==> config.mk <==
export PLATFORM = sky130hd
export DESIGN_NAME = load_store_unit
export DESIGN_NICKNAME = d
export VERILOG_FILES = /design/src/rtl/load_store_unit.sv
export SDC_FILE = /design/constraint.sdc
export NUM_CORES = 1
export LEC_CHECK = 0
export ABC_AREA = 1
export CAP_MARGIN = 20
export CORE_ASPECT_RATIO = 2
export CORE_UTILIZATION = 35
export CTS_BUF_LIST = sky130_fd_sc_hd__clkbuf_16
export CTS_CLUSTER_DIAMETER = 50
export DETAILED_ROUTE_END_ITERATION = 10
export PLACE_DENSITY_LB_ADDON = 0.05
export SLEW_MARGIN = 5
export SYNTH_ARGS = -nofsm -noshare
export SYNTH_HDL_FRONTEND = slang
export SYNTH_SLANG_ARGS = --single-unit
export TNS_END_PERCENT = 50
==> constraint.sdc <==
create_clock -name clk -period 2.1 [get_ports clk]
set_input_delay 0.42 -clock clk [delete_from_list [all_inputs] [get_ports clk]]
set_output_delay 0.42 -clock clk [all_outputs]
set_load 0.01 [all_outputs]
==> src/rtl/load_store_unit.sv <==
// -----------------------------------------------------------------------------
// load_store_unit
//
// RV32I load/store unit in the execute/memory stage. Takes the ALU result as
// the effective address and rs2 as store data. Runs one request/grant/response
// transaction on the data-memory port per memory instruction, and stalls the
// core while that transaction is in flight.
//
// Ports
//   clk, rst_n      core clock (rising edge), asynchronous active-low reset
//   start           memory instruction present; held by the core until done
//   is_load         LB/LH/LW/LBU/LHU
//   is_store        SB/SH/SW
//   funct3          width/sign field of the instruction
//   addr            effective address
//   store_data      rs2 value
//   stall           start && not in the completion cycle (combinational)
//   done            one-cycle completion pulse
//   error           valid with done: misaligned/illegal access, no bus traffic
//   load_data       aligned and extended load result, held until next load
//   mem_req         registered request, held until mem_gnt
//   mem_we          1 = write
//   mem_addr        word-aligned address
//   mem_be          byte enables
//   mem_wdata       lane-replicated write data
//   mem_gnt         request accepted this cycle (only looked at in REQ)
//   mem_rvalid      read data valid (only looked at in WAIT)
//   mem_rdata       read word
// -----------------------------------------------------------------------------
module load_store_unit (
  input  logic        clk,
  input  logic        rst_n,
  input  logic        start,
  input  logic        is_load,
  input  logic        is_store,
  input  logic [2:0]  funct3,
  input  logic [31:0] addr,
  input  logic [31:0] store_data,
  output logic        stall,
  output logic        done,
  output logic        error,
  output logic [31:0] load_data,
  output logic        mem_req,
  output logic        mem_we,
  output logic [31:0] mem_addr,
  output logic [3:0]  mem_be,
  output logic [31:0] mem_wdata,
  input  logic        mem_gnt,
  input  logic        mem_rvalid,
  input  logic [31:0] mem_rdata
);

  typedef enum logic [1:0] {
    ST_IDLE = 2'd0,
    ST_REQ  = 2'd1,
    ST_WAIT = 2'd2,
    ST_DONE = 2'd3
  } state_t;

  // ---------------------------------------------------------------------------
  // Helper functions
  // ---------------------------------------------------------------------------

  // An access is legal when it is exactly one of load/store, uses a funct3
  // that exists for that direction, and is naturally aligned for its size.
  function automatic logic f_access_legal(
    input logic       ld,
    input logic       st,
    input logic [2:0] f3,
    input logic [1:0] off
  );
    logic f3_ok;
    logic aligned;
    case (f3)
      3'b000, 3'b001, 3'b010: f3_ok = 1'b1;
      3'b100, 3'b101:         f3_ok = ld;
      default:                f3_ok = 1'b0;
    endcase
    case (f3[1:0])
      2'b00:   aligned = 1'b1;
      2'b01:   aligned = ~off[0];
      2'b10:   aligned = (off == 2'b00);
      default: aligned = 1'b0;
    endcase
    return (ld != st) && f3_ok && aligned;
  endfunction

  // Byte enables for the accessed lanes; size is funct3[1:0].
  function automatic logic [3:0] f_byte_enable(
    input logic [1:0] size,
    input logic [1:0] off
  );
    logic [3:0] be;
    case (size)
      2'b00:   be = 4'b0001 << off;
      2'b01:   be = 4'b0011 << off;
      2'b10:   be = 4'b1111;
      default: be = 4'b0000;
    endcase
    return be;
  endfunction

  // Replicate the store value across all lanes so that whichever lanes the
  // byte enables select carry the right data without a barrel shifter.
  function automatic logic [31:0] f_lane_data(
    input logic [1:0]  size,
    input logic [31:0] data
  );
    logic [31:0] wd;
    case (size)
      2'b00:   wd = {4{data[7:0]}};
      2'b01:   wd = {2{data[15:0]}};
      2'b10:   wd = data;
      default: wd = 32'd0;
    endcase
    return wd;
  endfunction

  // Pick the addressed byte/half out of the read word and extend it.
  function automatic logic [31:0] f_extract_load(
    input logic [2:0]  f3,
    input logic [1:0]  off,
    input logic [31:0] rdata
  );
    logic [7:0]  b;
    logic [15:0] h;
    logic [31:0] res;
    case (off)
      2'd0:    b = rdata[7:0];
      2'd1:    b = rdata[15:8];
      2'd2:    b = rdata[23:16];
      2'd3:    b = rdata[31:24];
      default: b = rdata[7:0];
    endcase
    // Halfword legality guarantees off[0]==0, so only off[1] selects.
    if (off[1]) begin
      h = rdata[31:16];
    end else begin
      h = rdata[15:0];
    end
    case (f3)
      3'b000:  res = {{24{b[7]}}, b};
      3'b001:  res = {{16{h[15]}}, h};
      3'b010:  res = rdata;
      3'b100:  res = {24'd0, b};
      3'b101:  res = {16'd0, h};
      default: res = 32'd0;
    endcase
    return res;
  endfunction

  // ---------------------------------------------------------------------------
  // State and registered outputs
  // ---------------------------------------------------------------------------
  state_t      r_state;
  logic        r_is_load;
  logic [2:0]  r_funct3;
  logic [1:0]  r_offset;
  logic        r_done;
  logic        r_error;
  logic [31:0] r_load_data;
  logic        r_mem_req;
  logic        r_mem_we;
  logic [31:0] r_mem_addr;
  logic [3:0]  r_mem_be;
  logic [31:0] r_mem_wdata;

  logic        w_legal;

  // Legality of the instruction currently presented by the core.
  always_comb begin
    w_legal = f_access_legal(is_load, is_store, funct3, addr[1:0]);
  end

  // Stall drops in the completion cycle so the core can advance.
  always_comb begin
    stall = start && (r_state != ST_DONE);
  end

  // Transaction FSM with registered bus and result outputs.
  always_ff @(posedge clk or negedge rst_n) begin
    if (!rst_n) begin
      r_state     <= ST_IDLE;
      r_is_load   <= 1'b0;
      r_funct3    <= 3'd0;
      r_offset    <= 2'd0;
      r_done      <= 1'b0;
      r_error     <= 1'b0;
      r_load_data <= 32'd0;
      r_mem_req   <= 1'b0;
      r_mem_we    <= 1'b0;
      r_mem_addr  <= 32'd0;
      r_mem_be    <= 4'd0;
      r_mem_wdata <= 32'd0;
    end else begin
      // done/error are single-cycle; only the transition into DONE sets them.
      r_done  <= 1'b0;
      r_error <= 1'b0;
      case (r_state)
        ST_IDLE: begin
          if (start) begin
            r_is_load <= is_load;
            r_funct3  <= funct3;
            r_offset  <= addr[1:0];
            if (!w_legal) begin
              r_state <= ST_DONE;
              r_done  <= 1'b1;
              r_error <= 1'b1;
            end else begin
              r_state     <= ST_REQ;
              r_mem_req   <= 1'b1;
              r_mem_we    <= is_store;
              r_mem_addr  <= {addr[31:2], 2'b00};
              r_mem_be    <= f_byte_enable(funct3[1:0], addr[1:0]);
              r_mem_wdata <= f_lane_data(funct3[1:0], store_data);
            end
          end else begin
            r_state <= ST_IDLE;
          end
        end
        ST_REQ: begin
          if (mem_gnt) begin
            r_mem_req <= 1'b0;
            if (r_is_load) begin
              r_state <= ST_WAIT;
            end else begin
              r_state <= ST_DONE;
              r_done  <= 1'b1;
            end
          end else begin
            r_state <= ST_REQ;
          end
        end
        ST_WAIT: begin
          if (mem_rvalid) begin
            r_load_data <= f_extract_load(r_funct3, r_offset, mem_rdata);
            r_state     <= ST_DONE;
            r_done      <= 1'b1;
          end else begin
            r_state <= ST_WAIT;
          end
        end
        ST_DONE: begin
          // Always pass through IDLE, even if start is still high.
          r_state <= ST_IDLE;
        end
        default: begin
          r_state   <= ST_IDLE;
          r_mem_req <= 1'b0;
        end
      endcase
    end
  end

  assign done      = r_done;
  assign error     = r_error;
  assign load_data = r_load_data;
  assign mem_req   = r_mem_req;
  assign mem_we    = r_mem_we;
  assign mem_addr  = r_mem_addr;
  assign mem_be    = r_mem_be;
  assign mem_wdata = r_mem_wdata;

endmodule

==> results.py <==
metrics = {
    "critical_path": {
        "critical_path.startpoint": "start",
        "crit_type": "in2out",
        "critical_path_peak_fanout": 2,
        "worstPathRequired_ps": 1680,
        "worst_setup_path_start_kind": "primary input",
        "r2r_slack_ps": 330,
        "r2r_end": "load_data[16]",
        "rr_worst_depth": 10,
        "worst-endpoint-arrival_ps": 1600,
        "cp-end-kind": "output port",
        "timing.rr.start": "r_offset[1]",
    },
    "finish": {
        "fin_util_pct": 52.8,
        "n_antenna_cell": 0,
        "drive_gt1_share_pct": 5.82,
        "final_cell_area_mm2": 0.00854,
        "fin_nets": 1132,
        "area_growth_pct": 48.3,
    },
    "floorplanning": {
        "rows": 66,
        "start_util_pct": 35.6,
        "core_mm2": 0.0162,
        "dieArea_mm2": 0.0170,
        "fp.dieW_um": 92.7,
        "pin_count": 211,
        "die_h_um": 183,
    },
    "placement": {
        "routabilityCongestion": 0.849,
        "placed_area_mm2": 0.00820,
        "hpwlAfterDp_um": 14400,
        "port_buffers": 208,
    },
    "cts": {
        "cts_buffer_depth": 2,
        "clock-sinks": 110,
        "insertion_delay_ps": 350,
        "clk_pin_slew_ps": 70,
        "numCtsBuffers": 9,
        "tritoncts": "done",
        "htree_levels": 3,
        "cts-root-buf": "clkbuf_16",
        "cts_setup_buffers": 0,
    },
    "timing": {
        "setup_viol_count_final": 0,
        "fin_worst_skew_ps": 6.45,
        "tightest_slew_ps": 529,
        "final-hold-violation-count": 0,
        "tns_ps": 0,
        "rsz0062_at_grt": "false",
        "period_needed_ps": 2020,
        "relSlewSlack_pct": 64.6,
        "fmax_mhz": 494,
        "slew_violations": 0,
        "finalCritPeriodShare_pct": 96.4,
    },
    "hold_path": {
        "hp-start": "mem_we",
        "holdPathStages": 2,
        "hp-class": "reg2reg",
        "hold_path_end": "mem_we",
    },
    "power": {
        "power_density_mw_per_mm2": 1260,
        "p_leak_uw": 0.00442,
        "irDropWorstVdd_v": 0.000564,
    },
    "logic_synthesis": {
        "yosys_warnings": 0,
        "synth.avg_cell_area_um2": 7.01,
        "synth-seq-cells": 110,
        "synth_cell_types": 25,
        "yosysSeqAreaShare_pct": 47.8,
        "syn_area_mm2": 0.00576,
        "synth_cells": 822,
    },
    "grt": {
        "grt_pass1_wl_um": 30600,
        "grt_pass1_vias": 5907,
        "grt.overflow.total": 0,
        "grt_use_total_pct": 23.5,
        "antenna_found_initial": 0,
        "grt_max_degree": 42,
    },
    "drt": {
        "drc": 0,
        "routed_wl_um": 19200,
        "via_per_inst": 4.74,
        "first_pass_iters": 7,
        "wl_per_cell_um": 15.6,
        "met2WireLength_um": 10500,
        "vias": 5849,
        "antenna_left": 0,
        "dr.max_layer_used": "met4",
        "drtIter0Drc": 332,
        "m1WireLength_um": 6970,
        "dr_wl_met3_um": 873,
    },
    "outcome": {
        "status": "finished clean",
    },
    "run": {
        "cap_violations": 0,
    },
}
-- layer usage --
metal | track usage [%] | vias to the layer above
met5 | 0 | -
met1 | 24.4 | 2656
met3 | 4.14 | 37
met2 | 43.9 | 170
met4 | 12.6 | 0
li1 | - | 2986
-- worst max-delay path by stage --
stage | end | cells past startpoint
after floorplan | mem_addr[10] | 11
after global placement | stall | 4
after detailed placement | stall | 4
after CTS | stall | 4
after global routing | stall | 4
final | stall | 4
-- registers in the layout, indices dropped and copies added, names as in the netlist --
| register | count |
|---|---|
| mem_we | 1 |
| done | 1 |
| r_is_load | 1 |
| mem_wdata | 32 |
| r_funct3 | 3 |
| error | 1 |
| r_offset | 2 |
| mem_req | 1 |
| mem_be | 4 |
| load_data | 32 |
| r_state | 2 |
| mem_addr | 30 |
-- synthesized netlist by cell type --
cell,n,area share (%)
a211o_1,1,0.15
a21oi_1,6,0.52
buf_2,20,1.7
buf_4,4,0.52
buf_6,2,0.39
clkbuf_1,23,1.5
clkinv_1,1,0.065
conb_1,1,0.065
dfrtp_1,110,48
inv_1,53,3.5
inv_2,5,0.33
nand2_1,439,29
nand3_1,28,2.4
nand3_2,1,0.17
nand4_1,57,6.2
nor2_1,28,1.8
nor2_2,5,0.54
nor2_4,1,0.20
nor3_2,1,0.17
o211ai_1,1,0.13
o21ai_0,16,1.4
o21ai_1,10,0.87
o21bai_1,1,0.13
o22ai_1,7,0.76
or2_2,1,0.11
-- metrics by stage --
step                total power (uW)  cells  setup slack (ps)  hold slack (ps)
CTS                            11000   1235              75.7              477
global route                   11600   1235              17.7              492
finish                         10800   1235              76.2              471
global placement                8940   1218              69.0              386
floorplan                       6110    823               503              124
detailed placement              8990   1218              80.4              382
-- layout by cell type, fill, tap and decap left out, types with 2 or more instances in the layout --
cell type and n:
a21oi_1 6, buf_12 7, buf_4 26, bufinv_16 3, clkbuf_16 9, clkdlybuf4s50_1 207
clkinv_1 3, conb_1 2, dfrtp_1 110, inv_1 55, inv_2 5, nand2_1 438
nand3_1 28, nand4_1 57, nor2_1 28, nor2_2 4, nor2_4 2, o21ai_0 16
o21ai_1 10, o22ai_1 7
-- kinds of logic after synthesis --
kind of cell / count (synthesis) / synth area share (%)
other: 1 / 0.0651
buffers and inverters: 108 / 7.99
AND/OR/NAND/NOR: 561 / 40.2
AO/OA/AOI/OAI: 42 / 3.95
flip-flops: 110 / 47.8
-- power by group --
group	internal (uW)	leakage [uW]	total, uW	switching, uW
sequential	3040	0.00142	3650	604
combinational	2550	0.00284	5240	2690
clock	1150	0.000167	1920	766
total	6740	0.00442	10800	4060
-- timing repair --
| action | CTS | global route |
|---|---|---|
| resized for setup | 0 | 0 |
| hold buffers | 1 | 0 |
| endpoints found under the hold margin | 1 | 0 |
-- cell type report --
class                   instances  area, um^2
multi-input cells             605        2570
well taps                     204         255
clock buffers                   9         225
repair buffers                241        2420
fillers                      1627        7640
clock inverters                 7         105
flip-flops and latches        110        2750
inverters                      59         221
-- critical path, cell delays in order --
cell and delay, ps:
clkdlybuf4s50_1 460, inv_1 70, a21oi_1 110, clkdlybuf4s50_1 550
Note: power is estimated with default switching activity, not from simulation.
